[src/rtl/sme_share_sequencer.sv]
// Share sequencer around the SME ALU: reads rs1/rs2 shares from the share
// bank one index per cycle, hands the full share arrays to the ALU with a
// valid/ready handshake, writes the rd shares back one index per cycle and
// pulses issue_done on the last write-back cycle.
// Ports: g_clk/g_reset (sync, active-high), flush; issue_* pipeline side;
// sh_rd_*/sh_wr_* share bank side; alu_* ALU side.
// Option: define SME_SEQ_SCRUB_EN to zero operand/result shares once used
// and to mask alu_rs1/alu_rs2 while alu_valid is low.
module sme_share_sequencer #(
  parameter int XLEN = 32,
  parameter int SMAX = 4,
  localparam int SW = (SMAX > 1) ? $clog2(SMAX) : 1
) (
  input  logic                      g_clk,
  input  logic                      g_reset,
  input  logic                      flush,
  input  logic [3:0]                smectl_d,
  input  logic                      issue_valid,
  output logic                      issue_ready,
  input  logic [4:0]                issue_rs1,
  input  logic [4:0]                issue_rs2,
  input  logic [4:0]                issue_rd,
  output logic                      issue_done,
  output logic                      sh_rd_en,
  output logic [SW-1:0]             sh_rd_idx,
  output logic [4:0]                sh_rs1_addr,
  output logic [4:0]                sh_rs2_addr,
  input  logic [XLEN-1:0]           sh_rs1_rdata,
  input  logic [XLEN-1:0]           sh_rs2_rdata,
  output logic                      sh_wr_en,
  output logic [SW-1:0]             sh_wr_idx,
  output logic [4:0]                sh_wr_addr,
  output logic [XLEN-1:0]           sh_wr_data,
  output logic                      alu_valid,
  input  logic                      alu_ready,
  output logic                      alu_flush,
  output logic [SMAX-1:0][XLEN-1:0] alu_rs1,
  output logic [SMAX-1:0][XLEN-1:0] alu_rs2,
  input  logic [SMAX-1:0][XLEN-1:0] alu_rd
);

  typedef enum logic [1:0] {
    IDLE,
    READ,
    EXEC,
    WRITE
  } state_t;

  state_t                    state_q, state_d;
  logic [SW-1:0]             cnt_q, cnt_d;
  logic [SW-1:0]             last_q, last_d;
  logic [4:0]                rs1_q, rs2_q, rd_q;
  logic [SMAX-1:0][XLEN-1:0] op1_q, op2_q, res_q;

  logic kill, accept, cnt_last, hs, busy;

  // Reset mid-operation behaves like a flush on the outputs.
  assign kill        = flush | g_reset;
  assign busy        = (state_q != IDLE);
  assign issue_ready = (state_q == IDLE) && !g_reset;
  assign accept      = issue_valid && issue_ready && !flush;
  assign cnt_last    = (cnt_q == last_q);
  assign hs          = (state_q == EXEC) && alu_ready && !kill;

  assign sh_rd_idx   = cnt_q;
  assign sh_wr_idx   = cnt_q;
  assign sh_rs1_addr = rs1_q;
  assign sh_rs2_addr = rs2_q;
  assign sh_wr_addr  = rd_q;
  assign sh_wr_data  = res_q[cnt_q];
  assign alu_flush   = flush;

`ifdef SME_SEQ_SCRUB_EN
  assign alu_rs1 = alu_valid ? op1_q : '0;
  assign alu_rs2 = alu_valid ? op2_q : '0;
`else
  assign alu_rs1 = op1_q;
  assign alu_rs2 = op2_q;
`endif

  // Effective share count minus one: clamp(smectl_d, 2, SMAX) - 1.
  always_comb begin
    last_d = SW'(1);
    if (smectl_d < 4'd2)
      last_d = SW'(1);
    else if (int'(smectl_d) > SMAX)
      last_d = SW'(SMAX - 1);
    else
      last_d = SW'(smectl_d - 4'd1);
  end

  always_ff @(posedge g_clk) begin
    if (g_reset) begin
      state_q <= IDLE;
      cnt_q   <= '0;
    end else begin
      state_q <= state_d;
      cnt_q   <= cnt_d;
    end
  end

  always_comb begin
    state_d    = state_q;
    cnt_d      = cnt_q;
    sh_rd_en   = 1'b0;
    sh_wr_en   = 1'b0;
    alu_valid  = 1'b0;
    issue_done = 1'b0;
    unique case (state_q)
      IDLE: begin
        cnt_d = '0;
        if (accept)
          state_d = READ;
      end
      READ: begin
        sh_rd_en = !kill;
        if (cnt_last) begin
          state_d = EXEC;
          cnt_d   = '0;
        end else begin
          cnt_d = cnt_q + 1'b1;
        end
      end
      EXEC: begin
        alu_valid = !kill;
        cnt_d     = '0;
        if (alu_ready)
          state_d = WRITE;
      end
      WRITE: begin
        sh_wr_en   = !kill && (rd_q != 5'd0);
        issue_done = !kill && cnt_last;
        if (cnt_last) begin
          state_d = IDLE;
          cnt_d   = '0;
        end else begin
          cnt_d = cnt_q + 1'b1;
        end
      end
      default: begin
        state_d = IDLE;
        cnt_d   = '0;
      end
    endcase
    if (busy && flush) begin
      state_d = IDLE;
      cnt_d   = '0;
    end
  end

  always_ff @(posedge g_clk) begin
    if (g_reset) begin
      rs1_q  <= '0;
      rs2_q  <= '0;
      rd_q   <= '0;
      last_q <= '0;
      op1_q  <= '0;
      op2_q  <= '0;
      res_q  <= '0;
    end else begin
      if (accept) begin
        rs1_q  <= issue_rs1;
        rs2_q  <= issue_rs2;
        rd_q   <= issue_rd;
        last_q <= last_d;
        op1_q  <= '0;
        op2_q  <= '0;
      end
      if (sh_rd_en) begin
        op1_q[cnt_q] <= sh_rs1_rdata;
        op2_q[cnt_q] <= sh_rs2_rdata;
      end
      if (hs)
        res_q <= alu_rd;
`ifdef SME_SEQ_SCRUB_EN
      if (hs) begin
        op1_q <= '0;
        op2_q <= '0;
      end
      if (issue_done || (busy && flush))
        res_q <= '0;
`endif
    end
  end

endmodule

[config.mk]
export PLATFORM = sky130hd
export DESIGN_NAME = sme_share_sequencer
export DESIGN_NICKNAME = d
export VERILOG_FILES = /design/src/rtl/sme_share_sequencer.sv
export SDC_FILE = /design/constraint.sdc
export NUM_CORES = 1
export LEC_CHECK = 0
export BUFFER_PORTS_ARGS = -buffer_cell sky130_fd_sc_hd__buf_2
export CORE_ASPECT_RATIO = 1.1
export CORE_MARGIN = 1
export CORE_UTILIZATION = 34
export DETAILED_ROUTE_END_ITERATION = 8
export PLACE_DENSITY = 0.56
export RECOVER_POWER = 100
export SETUP_SLACK_MARGIN = 0.1
export SKIP_LAST_GASP = 1
export SLEW_MARGIN = 20
export SYNTH_ARGS = -nofsm -noshare
export SYNTH_HDL_FRONTEND = slang
export SYNTH_SLANG_ARGS = --single-unit
[constraint.sdc]
create_clock -name g_clk -period 2.7 [get_ports g_clk]
set_input_delay 0.135 -clock g_clk [delete_from_list [all_inputs] [get_ports g_clk]]
set_output_delay 0.135 -clock g_clk [all_outputs]
set_load 0.005 [all_outputs]
==> Word-level counts from Yosys, hierarchy flattened <==
Index checks and enable logic that the tools add are counted.
{ "classes": {"addsub": 2, "magnitude_cmp": 4, "n_eq_ne": 8, "muxes": 25, "bitwise": 1, "reduce_logical": 19} }
{ "op_table": {"columns": ["operator", "n"], "rows": [
  ["$mux W128", 6],
  ["$bwmux W128", 2],
  ["$bmux W32 S2", 1],
  ["$demux W32 S2", 1],
  ["$mux W32", 2],
  ["$mux W2", 7],
  ["$logic_and A1 B1 Y1", 9],
  ["$ne A2 B2 Y1 const B", 4],
  ["$pmux W2 S4", 1],
  ["$reduce_or A2 Y1", 3],
  ["$reduce_bool A5 Y1", 1],
  ["$eq A2 B2 Y1 const B", 2],
  ["$gt A4 B3 Y1 const B", 1],
  ["$lt A4 B2 Y1 const B", 1],
  ["$mux W1", 4],
  ["$pmux W2 S2", 1],
  ["$reduce_and A4 Y1", 1],
  ["$logic_not A1 Y1", 3],
  ["$lt A2 B3 Y1 const B", 1],
  ["$add A2 B1 Y2 const B", 1],
  ["$eq A2 B1 Y1 const B", 1],
  ["$eq A2 B2 Y1", 1],
  ["$ge A2 B1 Y1 const B", 1],
  ["$logic_not A2 Y1", 1],
  ["other kinds (3)", 3]
]} }
{ "word_totals": {"regBits": 405, "input_bits": 216, "out_inout_bits": 313, "elab_cells": 77} }

==> Depth between registers and ports, before layout <==
Gate-level depths: netlist of run 1.
{ "depth": {"word_depth": 8, "mapped_depth": 9, "ltp_nobuf": 6} }

==> Worst setup path before layout of run 1 <==
No wires, ideal clock.
{ "synth_timing": {"path_kind": "register -> register", "from": "register cnt_q[1] (netlist: sh_rd_idx[1])", "to": "register op1_q (netlist bit alu_rs1[36])", "setup_ns": 0.070, "arrival_time_ns": 1.979, "t_required_ns": 2.630, "path_slack_ns": 0.651, "stages_incl_launch_ff": 9, "path_buffers": 3, "period_less_slack_ns": 2.049, "cell_sequence": "dfxtp_1 > clkbuf_1 > buf_1 > inv_1 > ha_1 > nand2_1 > clkbuf_1 > nand3_1 > a21oi_1"} }
{ "synth_between": {"elab_chain_cells": 6, "elab_cells_between_ends": 7, "classes_between": "order compare (2); mux (4); reduce/logical (1)"} }
{ "synth_lines": {"columns": ["item", "line", "source"], "rows": [
  ["start, declared", "50", "logic [SW-1:0] cnt_q, cnt_d;"],
  ["start signal, assigned", "98", "cnt_q <= cnt_d;"],
  ["$lt A2 B3 Y1 (not written as such) or $ge A2 B1 Y1 (tied branches)", "170", "op1_q[cnt_q] <= sh_rs1_rdata;"],
  ["$logic_and A1 B1 Y1 (not written as such)", "170", null],
  ["$mux W32 (not written as such)", "170", null],
  ["$demux W32 S2 (*)", "170", null],
  ["$bwmux W128 (*)", "170", null],
  ["$mux W128 (*)", "169", "if (sh_rd_en) begin"],
  ["end signal, assigned by index", "170", null],
  ["end, declared", "53", "logic [SMAX-1:0][XLEN-1:0] op1_q, op2_q, res_q;"]
]} }
Every way passes the cells marked *; elsewhere a longest branch is shown, timed or not.
A chain may end at the register's enable or synchronous reset.

==> Worst setup path after layout of run 1 <==
{ "layout_timing": {"from": "input port g_reset", "to": "register res_q[50] (netlist name)"} }
{ "layout_between": {"elab_chain_cells": 3} }
{ "layout_lines": {"columns": ["item", "line", "source"], "rows": [
  ["start, declared", "15", "input logic g_reset,"],
  ["$or A1 B1 Y1", "58", "assign kill = flush | g_reset;"],
  ["$logic_not A1 Y1", "63", "assign hs = (state_q == EXEC) && alu_ready && !kill;"],
  ["$logic_and A1 B1 Y1", "63", null],
  ["end signal, assigned", "174", "res_q <= alu_rd;"],
  ["end, declared", "53", null]
]} }
Parallel ways exist; a longest one is shown, timed or not.

==> results of run 1 <==
worst max-delay path: cells and delay by family:
kind                   cells  cell delay [ns]
buffers and inverters      4             2.51
AOI/OAI and AO/OA          1             0.11
flip-flops by register name (all words and copies together), names as in the netlist:
signal / count
alu_rs1: 128
alu_rs2: 128
last_q: 2
res_q: 128
sh_rd_idx: 2
sh_rs1_addr: 5
sh_rs2_addr: 5
sh_wr_addr: 5
state_q: 2
routing by layer:
layer / up-vias / global-route usage
met2: 647 / 0.395
met4: 0 / 0.0970
met5: - / 0
met3: 133 / 0.0593
met1: 7386 / 0.281
li1: 7566 / -
power groups by stage:
stage                     logic [W]  clock network (W)  registers [W]
after floorplan            0.000589                  0        0.00629
after global placement      0.00112                  0        0.00629
after detailed placement    0.00113                  0        0.00629
after CTS                   0.00138            0.00606        0.00616
after global routing        0.00148            0.00629        0.00617
final                       0.00136            0.00593        0.00616
final cells by class:
| cell class | instances | area (um^2) |
|---|---|---|
| antenna | 3 | 7.51 |
| clock buffer | 64 | 1290 |
| clock inverter | 12 | 116 |
| fill | 4443 | 22900 |
| inverter | 6 | 22.5 |
| multi-input combinational | 1280 | 6450 |
| sequential | 405 | 8110 |
| tap | 581 | 727 |
| timing repair buffer | 773 | 4890 |
timing repair:
item	in CTS	in global routing
endpoints found under the setup margin	0	1
hold endpoints to repair	402	0
gates resized for setup	0	1
hold buffers	219	0
through the flow:
step	hold slack (ns)	setup WS (ns)	util	cells
final	0.0952	0.221	0.486	3124
after global placement	0.332	0.661	0.413	2826
after floorplan	0.244	0.651	-	1859
after global routing	0.129	0.0948	0.486	3122
after detailed placement	0.335	0.589	0.413	2826
after CTS	0.0625	0.182	0.493	3121
Yosys cell counts (5+ instances only):
cell type	number	area (um^2)
nand2_1	533	2000
buf_4	31	233
buf_2	48	240
nand3_1	258	1290
inv_1	6	22.5
nand2b_1	17	106
dfxtp_1	405	8110
a21oi_1	386	1930
clkbuf_1	80	300
ha_1	8	100
o21ai_0	16	80.1
nor3_1	6	30.0
nor2_1	7	26.3
and2_1	5	31.3
mux4_2	32	721
buf_1	9	33.8
cells by family after synthesis:
| group | Yosys count |
|---|---|
| simple gates | 831 |
| mux | 32 |
| compound gates | 407 |
| xor+xnor | 2 |
| flops | 405 |
| fa+ha+maj | 8 |
| buf+inv | 174 |
layout by cell type, fill, tap and decap left out, types with 2 or more instances in the layout:
| cell type | instances |
|---|---|
| a21oi_1 | 386 |
| and2_2 | 4 |
| buf_1 | 4 |
| buf_12 | 12 |
| buf_2 | 278 |
| buf_4 | 8 |
| bufinv_16 | 2 |
| clkbuf_1 | 257 |
| clkbuf_16 | 45 |
| clkbuf_4 | 3 |
| clkbuf_8 | 9 |
| clkinv_2 | 8 |
| dfxtp_1 | 405 |
| diode_2 | 3 |
| dlygate4sd3_1 | 219 |
| ha_1 | 8 |
| inv_1 | 6 |
| mux4_2 | 32 |
| nand2_1 | 529 |
| nand2_2 | 4 |
| nand2b_1 | 17 |
| nand3_1 | 257 |
| nor2_1 | 7 |
| nor3_1 | 6 |
| o21ai_0 | 16 |
| xor2_1 | 2 |
worst max path at each step:
stage,from,endpoint,cells after the start
floorplan,sh_rd_idx[1]$_SDFF_PP0_,alu_rs1[36]$_SDFF_PP0_,8
global placement,state_q[1]$_SDFFE_PP0P_,alu_rs1[100]$_SDFF_PP0_,7
detailed placement,state_q[1]$_SDFFE_PP0P_,alu_rs1[98]$_SDFF_PP0_,7
CTS,g_reset,last_q[1]$_SDFFE_PP0P_,8
global route,g_reset,res_q[86]$_SDFFE_PP0P_,5
finish,g_reset,res_q[50]$_SDFFE_PP0P_,5
==> qor.txt, run 1 <==
pins over their slew limit - 0
worst path cell trace - dlygate4sd3_1 > buf_8 > buf_4 > buf_2 > a21oi_1
slowest stage cell, crit path - buf_2
largest family of logic cells by synthesized area - simple AND/OR/NAND/NOR gates
Worst Skew - 0.0160 ns
Critical Path Max Stage Delay - 0.89 ns
mux contribution to synthesized area - 0.0469
# rows - 81
grt total ovfl - 0
endpoints failing setup - 0
R2R Setup Slk - 0.27 ns
Nets - 2734
Ports - 529
critical path peak fanout - 73
DR top layer - met4
status - complete, no violations
post-synthesis cell count - 1859
setup bufs post-CTS - 0
Simple-Gate Fraction of Synth Area - 0.230
reg-to-reg critical path endpoint - alu_rs1[98]$_SDFF_PP0_
global-route wire length before repair - 85200 um
Root Buffer - clkbuf_16
Netlist cell types - 27
vias - 15700
Net Sw Power - 0.00330 W
P&R area growth vs syn - 40.7%
asr flop ratio synth - 0
CTS buffer count - 44
Compound-Gate Fraction of Synth Area - 0.134
type of origin of the critical path - primary input
H-tree Lvls - 2
initial antenna violation count - 2
port bufs - 528
clock power share - 0.441
DRT Wirelength - 56700 um
Met2 Wirelength - 27100 um
Die ar. - 46000 um^2
Post-Syn Nets - 2083
All-Layer GR Usage - 0.234
Reg2Reg Depth - 7
Switching Share - 0.246
clk_lat worst skew - 0.57 ns
Hold Crit Class - in2reg
initial drt markers - 1100
synthesized flop and latch total - 405
Logic pwr share - 0.101
internal power - 0.0102 W
final period utilization - 0.918
CTS Buffer Depth - 3
VDD IR max - 0.000520 V
Placed Area - 18400 um^2
xor and xnor area share after synthesis - 0.00114
Max-Cap Viols - 0
RR Startpoint - state_q[1]$_SDFFE_PP0P_
CTS tree - done
Synth Warn # - 0
total power - 0.0135 W
hold_sp - alu_ready
WL met3 - 4660 um
number of synthesized flops with an enable pin - 0
WP data arrival - 2.87 ns
first drt pass iteration count - 5
vias in the first global route - 15300
Mapped Avg Cell Area - 8.26 um^2
worst hold endpoint - state_q[1]$_SDFFE_PP0P_
Remaining DRCs - 0
die width - 205 um
Die Height - 225 um
Initial Util - 0.345
ratio of cells with drive above 1 in the final layout - 0.163
Period minus WS final - 2.48 ns
RSZ-0062 raised after global routing - false
core area - 44500 um^2
PwrDens - 623 nW/um^2
Post-Syn Area - 15400 um^2
Worst Setup End Kind - flip-flop
post-DP HPWL - 36000 um
antenna-violating nets left - 0
setup TNS - 0 ns
routed vias/inst - 5.04
critical path class - in2reg
post-route cell area - 21600 um^2
RePlAce Congestion - 0.831
leakage - 7.71 nW
share of power burned in registers - 0.458
clk slew on worst S/H paths - 0.06 ns
wire per inst - 18.1 um
sequential element share of the synthesized area - 0.528
worst hold stages - 4
largest net degree at the start of global routing - 224
wire length on met1 - 22800 um
worst slew pin tran - 1.12 ns
Synth Flop Type - dfxtp_1
Req. time, crit path - 3.09 ns
adder-cell share of the synthesized area - 0.00652
fmax - 0.403 GHz
Hold Vio Cnt, Final - 0
worst relative slew slack - 0.251
clock tree sinks - 405
No activity file was read; power rests on OpenSTA's default activity.
==> inputs of run 2 (changes only) <==
--- a/config.mk
+++ b/config.mk
@@ -10,11 +10,10 @@
 export CORE_MARGIN = 1
 export CORE_UTILIZATION = 34
 export DETAILED_ROUTE_END_ITERATION = 8
-export PLACE_DENSITY = 0.56
 export RECOVER_POWER = 100
 export SETUP_SLACK_MARGIN = 0.1
 export SKIP_LAST_GASP = 1
-export SLEW_MARGIN = 20
+export SLEW_MARGIN = 25
 export SYNTH_ARGS = -nofsm -noshare
 export SYNTH_HDL_FRONTEND = slang
 export SYNTH_SLANG_ARGS = --single-unit
==> constraint.sdc (replaced) <==
create_clock -name g_clk -period 2 [get_ports g_clk]
set_input_delay 0.1 -clock g_clk [delete_from_list [all_inputs] [get_ports g_clk]]
set_output_delay 0.1 -clock g_clk [all_outputs]
set_load 0.005 [all_outputs]
==> run 2 against run 1 <==
  * The run now ends with negative setup slack left
  * Global-route usage is essentially flat
  * Via count grew 3.4%
  * Design area grew 2.2%
  * Die area is the same
  * Sequential share of layout area shrank 0.79 points
  * Clock power grew 30%
  * Worst setup slack lost 0.26 ns
  * Critical path depth shrank 1
  * Non-clock buffer count grew 29
  * Sequential power grew 35%
  * Clock-buffer cell count shrank 4
  * Critical path type is now reg2out
  * Largest cell class unchanged
==> qor.txt, run 2 (synthesis gave the netlist of run 1 again) <==
initial antenna violation count - 0
Period minus WS final - 2.04 ns
status - finished with violations
Hold Vio Cnt, Final - 0
PwrDens - 820 nW/um^2
type of origin of the critical path - flip-flop
first drt pass iteration count - 6
Initial Util - 0.345
non-filler cells, final - 3152
P&R area growth vs syn - 43.8%
CTS tree - done
H-tree Lvls - 2
Die ar. - 46000 um^2
leakage - 8.10 nW
antenna-violating nets left - 0
CTS buffer count - 43
DRT Wirelength - 60100 um
pins over their slew limit - 0
leading cell type in the layout, fill and taps excluded - nand2_1
VDD IR max - 0.000602 V
failing checks - negative setup slack
RR Startpoint - state_q[0]$_SDFFE_PP0P_
Net Sw Power - 0.00465 W
leading cell types in the layout, fill and taps excluded - 530 x nand2_1, 403 x dfxtp_1, 386 x a21oi_1
post-route cell area - 22100 um^2
fmax - 0.490 GHz
Worst Setup End Kind - primary output
Nets - 2764
clk_lat worst skew - 0.57 ns
endpoints failing setup - 7
Placed Instances - 2841
RSZ-0062 raised after global routing - true
worst hold stages - 4
global-route wire length before repair - 85100 um
Max-Cap Viols - 0
core area - 44500 um^2
Hold Crit Class - in2reg
clock tree sinks - 405
worst relative slew slack - 0.317
clock power share - 0.427
Worst Skew - 0.0159 ns
die width - 205 um
vias in the first global route - 15200
port bufs - 528
vias - 16300
share of power burned in registers - 0.460
Logic pwr share - 0.113
# rows - 81
worst hold endpoint - state_q[1]$_SDFFE_PP0P_
wire per inst - 19.1 um
Diodes inserted - 0
reg-to-reg critical path endpoint - alu_rs2[103]$_SDFF_PP0_
final period utilization - 1.02
Die Height - 225 um
RePlAce Congestion - 0.838
Req. time, crit path - 1.90 ns
Remaining DRCs - 0
Ports - 529
Reg2Reg Depth - 7
R2R Setup Slk - 0.02 ns
ratio of cells with drive above 1 in the final layout - 0.194
hold_sp - alu_ready
All-Layer GR Usage - 0.234
initial drt markers - 1062
critical path class - reg2out
clk slew on worst S/H paths - 0.06 ns
CTS Buffer Depth - 3
WP data arrival - 1.94 ns
Worst Setup Slack post-DPL - 0.100 ns
grt total ovfl - 0
post-DP HPWL - 35800 um
Root Buffer - clkbuf_16
number of fill cells in the layout - 4305
final worst slack - -0.0400 ns
routed vias/inst - 5.16
worst slew pin tran - 1.03 ns
internal power - 0.0135 W
Switching Share - 0.257
critical path peak fanout - 5
largest net degree at the start of global routing - 211
Placed Area - 18500 um^2
==> run 2: metrics by stage <==
stage | hold slack (ns) | power (W) | TNS (ns) | util
4_1_cts | 0.00492 | 0.0181 | -1.61 | 0.498
6_report | 0.0446 | 0.0181 | -0.147 | 0.496
3_3_place_gp | 0.300 | 0.0100 | 0 | 0.416
3_5_place_dp | 0.304 | 0.0100 | 0 | 0.416
5_1_grt | 0.0364 | 0.0187 | -9.05 | 0.496
2_1_floorplan | 0.209 | 0.00929 | 0 | -
==> run 2: worst max path at each step <==
stage / from / end
after floorplan: sh_rd_idx[0]$_SDFF_PP0_ / alu_rs1[22]$_SDFF_PP0_
after CTS: sh_rd_idx[0]$_SDFF_PP0_ / sh_wr_data[17]
final: sh_rd_idx[0]$_SDFF_PP0_ / sh_wr_data[17]
after global routing: state_q[1]$_SDFFE_PP0P_ / alu_rs1[26]$_SDFF_PP0_
after global placement: state_q[0]$_SDFFE_PP0P_ / alu_rs2[86]$_SDFF_PP0_
after detailed placement: state_q[0]$_SDFFE_PP0P_ / alu_rs2[45]$_SDFF_PP0_
==> run 2: final cells by class <==
type	count	area (um^2)	share of cell area
repair buffers	802	5400	0.245
multi-input cells	1282	6470	0.293
inverters	6	23.8	0.00108
clock inverters	16	159	0.00719
flip-flops and latches	405	8110	0.367
clock buffers	60	1190	0.0539
well taps	581	727	0.0329
==> run 2: repair_timing <==
item | in CTS | in global routing
buffers inserted | 4 | 2
hold endpoints to repair | 404 | 0
resized for setup | 5 | 24
pin swaps | 1 | 1
endpoints found under the setup margin | 42 | 271
gates cloned | 4 | 10
hold buffers | 215 | 0
==> run 2: critical path: stages, from the launching register on <==
cell and delay (ns):
dfxtp_4 0.43, buf_12 0.14, buf_16 0.13, mux4_2 0.52, buf_6 0.14
==> run 2: power groups by stage <==
stage | clock network [W] | logic (W) | registers [W]
final | 0.00772 | 0.00205 | 0.00833
after global routing | 0.00820 | 0.00220 | 0.00834
after CTS | 0.00787 | 0.00195 | 0.00832
after global placement | 0 | 0.00152 | 0.00849
after floorplan | 0 | 0.000796 | 0.00849
after detailed placement | 0 | 0.00155 | 0.00850
==> run 2: layer usage <==
layer	GRT usage	vias up	wire, um
met3	0.0594	109	5130
met2	0.395	748	29100
li1	-	7636	-
met4	0.0977	0	2060
met1	0.281	7768	23800
met5	0	-	0
==> inputs of run 3 (changes only) <==
--- a/config.mk
+++ b/config.mk
@@ -17,3 +17,4 @@
 export SYNTH_ARGS = -nofsm -noshare
 export SYNTH_HDL_FRONTEND = slang
 export SYNTH_SLANG_ARGS = --single-unit
+export TNS_END_PERCENT = 50
==> run 3 against run 2 <==
  * Cell count grew 0.82%
  * Critical path depth is the same
  * The run still ends with negative setup slack left
  * Critical endpoint is now sh_wr_data[1]
  * Largest cell class unchanged
  * Power grew 4.9%
  * Clock skew grew 0.0034 ns
  * Fmax grew 0.13%
  * Sequential power is essentially flat
  * Combinational power grew 14%
==> qor.txt, run 3 (synthesis gave the netlist of run 1 again) <==
status - finished with violations
failing checks - negative setup slack
internal power - 0.0142 W
Reg2Reg Depth - 9
post-DP HPWL - 36200 um
WP data arrival - 1.94 ns
largest net degree at the start of global routing - 210
port bufs - 528
CTS tree - done
CTS Buffer Depth - 3
CTS buffer count - 44
antenna-violating nets left - 0
Worst Setup End Kind - primary output
DRT Wirelength - 63700 um
Period minus WS final - 2.04 ns
Net Sw Power - 0.00482 W
Remaining DRCs - 0
hold slack - 0.0518 ns
core area - 44500 um^2
DR top layer - met5
Hold Crit Class - in2reg
fmax - 0.491 GHz
vias - 16400
Die Height - 225 um
VDD IR max - 0.000670 V
All-Layer GR Usage - 0.241
Die ar. - 46000 um^2
first drt pass iteration count - 5
RePlAce Congestion - 0.881
Ports - 529
P&R area growth vs syn - 49.2%
final period utilization - 1.02
worst path cell trace - buf_12 > clkbuf_16 > mux4_2 > buf_2
WL met3 - 5520 um
PwrDens - 829 nW/um^2
die width - 205 um
initial antenna violation count - 2
slowest stage cell, crit path - mux4_2
H-tree Lvls - 2
vias in the first global route - 15600
Critical Path Max Stage Delay - 0.51 ns
clock tree sinks - 405
Max-Cap Viols - 0
final worst slack - -0.0373 ns
wire per inst - 20.0 um
RSZ-0062 raised after global routing - true
worst slew pin tran - 1.18 ns
pins over their slew limit - 0
reg-to-reg critical path endpoint - alu_rs2[41]$_SDFF_PP0_
RR Startpoint - state_q[1]$_SDFFE_PP0P_
# rows - 81
routed vias/inst - 5.15
Hold Vio Cnt, Final - 0
R2R Setup Slk - 0.01 ns
Worst Skew - 0.0193 ns
type of origin of the critical path - flip-flop
Initial Util - 0.345
end of the critical path - sh_wr_data[1]
Core Util, Final - 0.515
leading cell types in the layout, fill and taps excluded - 527 x nand2_1, 402 x dfxtp_1, 380 x a21oi_1
clk slew on worst S/H paths - 0.06 ns
wire length on met1 - 24700 um
clock power share - 0.438
endpoints failing setup - 17
share of power burned in registers - 0.439
critical path class - reg2out
global-route wire length before repair - 87400 um
Placed Instances - 2839
non-filler cells, final - 3178
Logic pwr share - 0.123
grt total ovfl - 0
critical path peak fanout - 4
ratio of cells with drive above 1 in the final layout - 0.206
Met2 Wirelength - 31100 um
Root Buffer - clkbuf_16
total power - 0.0190 W
Req. time, crit path - 1.90 ns
initial drt markers - 1235
clk_lat worst skew - 0.58 ns
Switching Share - 0.254
leading cell type in the layout, fill and taps excluded - nand2_1
Nets - 2791
CP Launch Point - sh_rd_idx[0]$_SDFF_PP0_
leakage - 8.44 nW
worst relative slew slack - 0.216
run 3: critical path, delay by kind of cell (launching register included):
kind | cells | cell delay (ns)
multiplexers | 1 | 0.51
buffers and inverters | 3 | 0.45
flip-flops | 1 | 0.40
run 3: final cells by class:
class	instances	area [um^2]
tap	581	727
sequential	405	8110
clock inverter	15	218
clock buffer	60	1240
fill	4216	21600
inverter	6	25.0
antenna	1	2.50
multi-input combinational	1284	6580
timing repair buffer	826	6000
run 3: how the worst min path moves through the flow:
stage	from	end	slack [ns]	cells after the start
final	alu_ready	state_q[1]$_SDFFE_PP0P_	0.05	4
after global routing	alu_ready	state_q[1]$_SDFFE_PP0P_	0.07	4
after CTS	alu_ready	state_q[1]$_SDFFE_PP0P_	0.008	4
after detailed placement	issue_rd[4]	sh_wr_addr[4]$_SDFFE_PP0P_	0.30	3
after global placement	issue_rs1[1]	sh_rs1_addr[1]$_SDFFE_PP0P_	0.30	3
after floorplan	issue_rs1[0]	sh_rs1_addr[0]$_SDFFE_PP0P_	0.21	2
run 3: repair_timing:
item                                    CTS  global route
endpoints found under the setup margin  262           268
hold buffers                            213             0
cloned                                    5            29
pin swaps                                 1             5
gates resized for setup                   6            52
setup buffers                             7             9
hold endpoints to repair                405             0
run 3: through the flow:
step                      worst slack, ns  setup TNS (ns)  area [um^2]
final                             -0.0373          -0.212        22900
after global routing               -0.100          -11.05        22900
after CTS                         -0.0857           -1.67        22400
after detailed placement           0.0267               0        18600
after global placement              0.138               0        18600
after floorplan                    0.0281               0        15400
run 3: power by group through the flow:
stage,Combinational (W),Clock (W),Sequential [W]
after detailed placement,0.00161,0,0.00850
after global routing,0.00250,0.00877,0.00834
after floorplan,0.000796,0,0.00849
final,0.00233,0.00833,0.00833
after CTS,0.00204,0.00846,0.00832
after global placement,0.00158,0,0.00849
run 3: routing by layer:
| layer | vias up | global-route usage |
|---|---|---|
| li1 | 7701 | - |
| met1 | 7794 | 0.283 |
| met2 | 754 | 0.415 |
| met3 | 130 | 0.0628 |
| met4 | 2 | 0.100 |
| met5 | - | 0 |
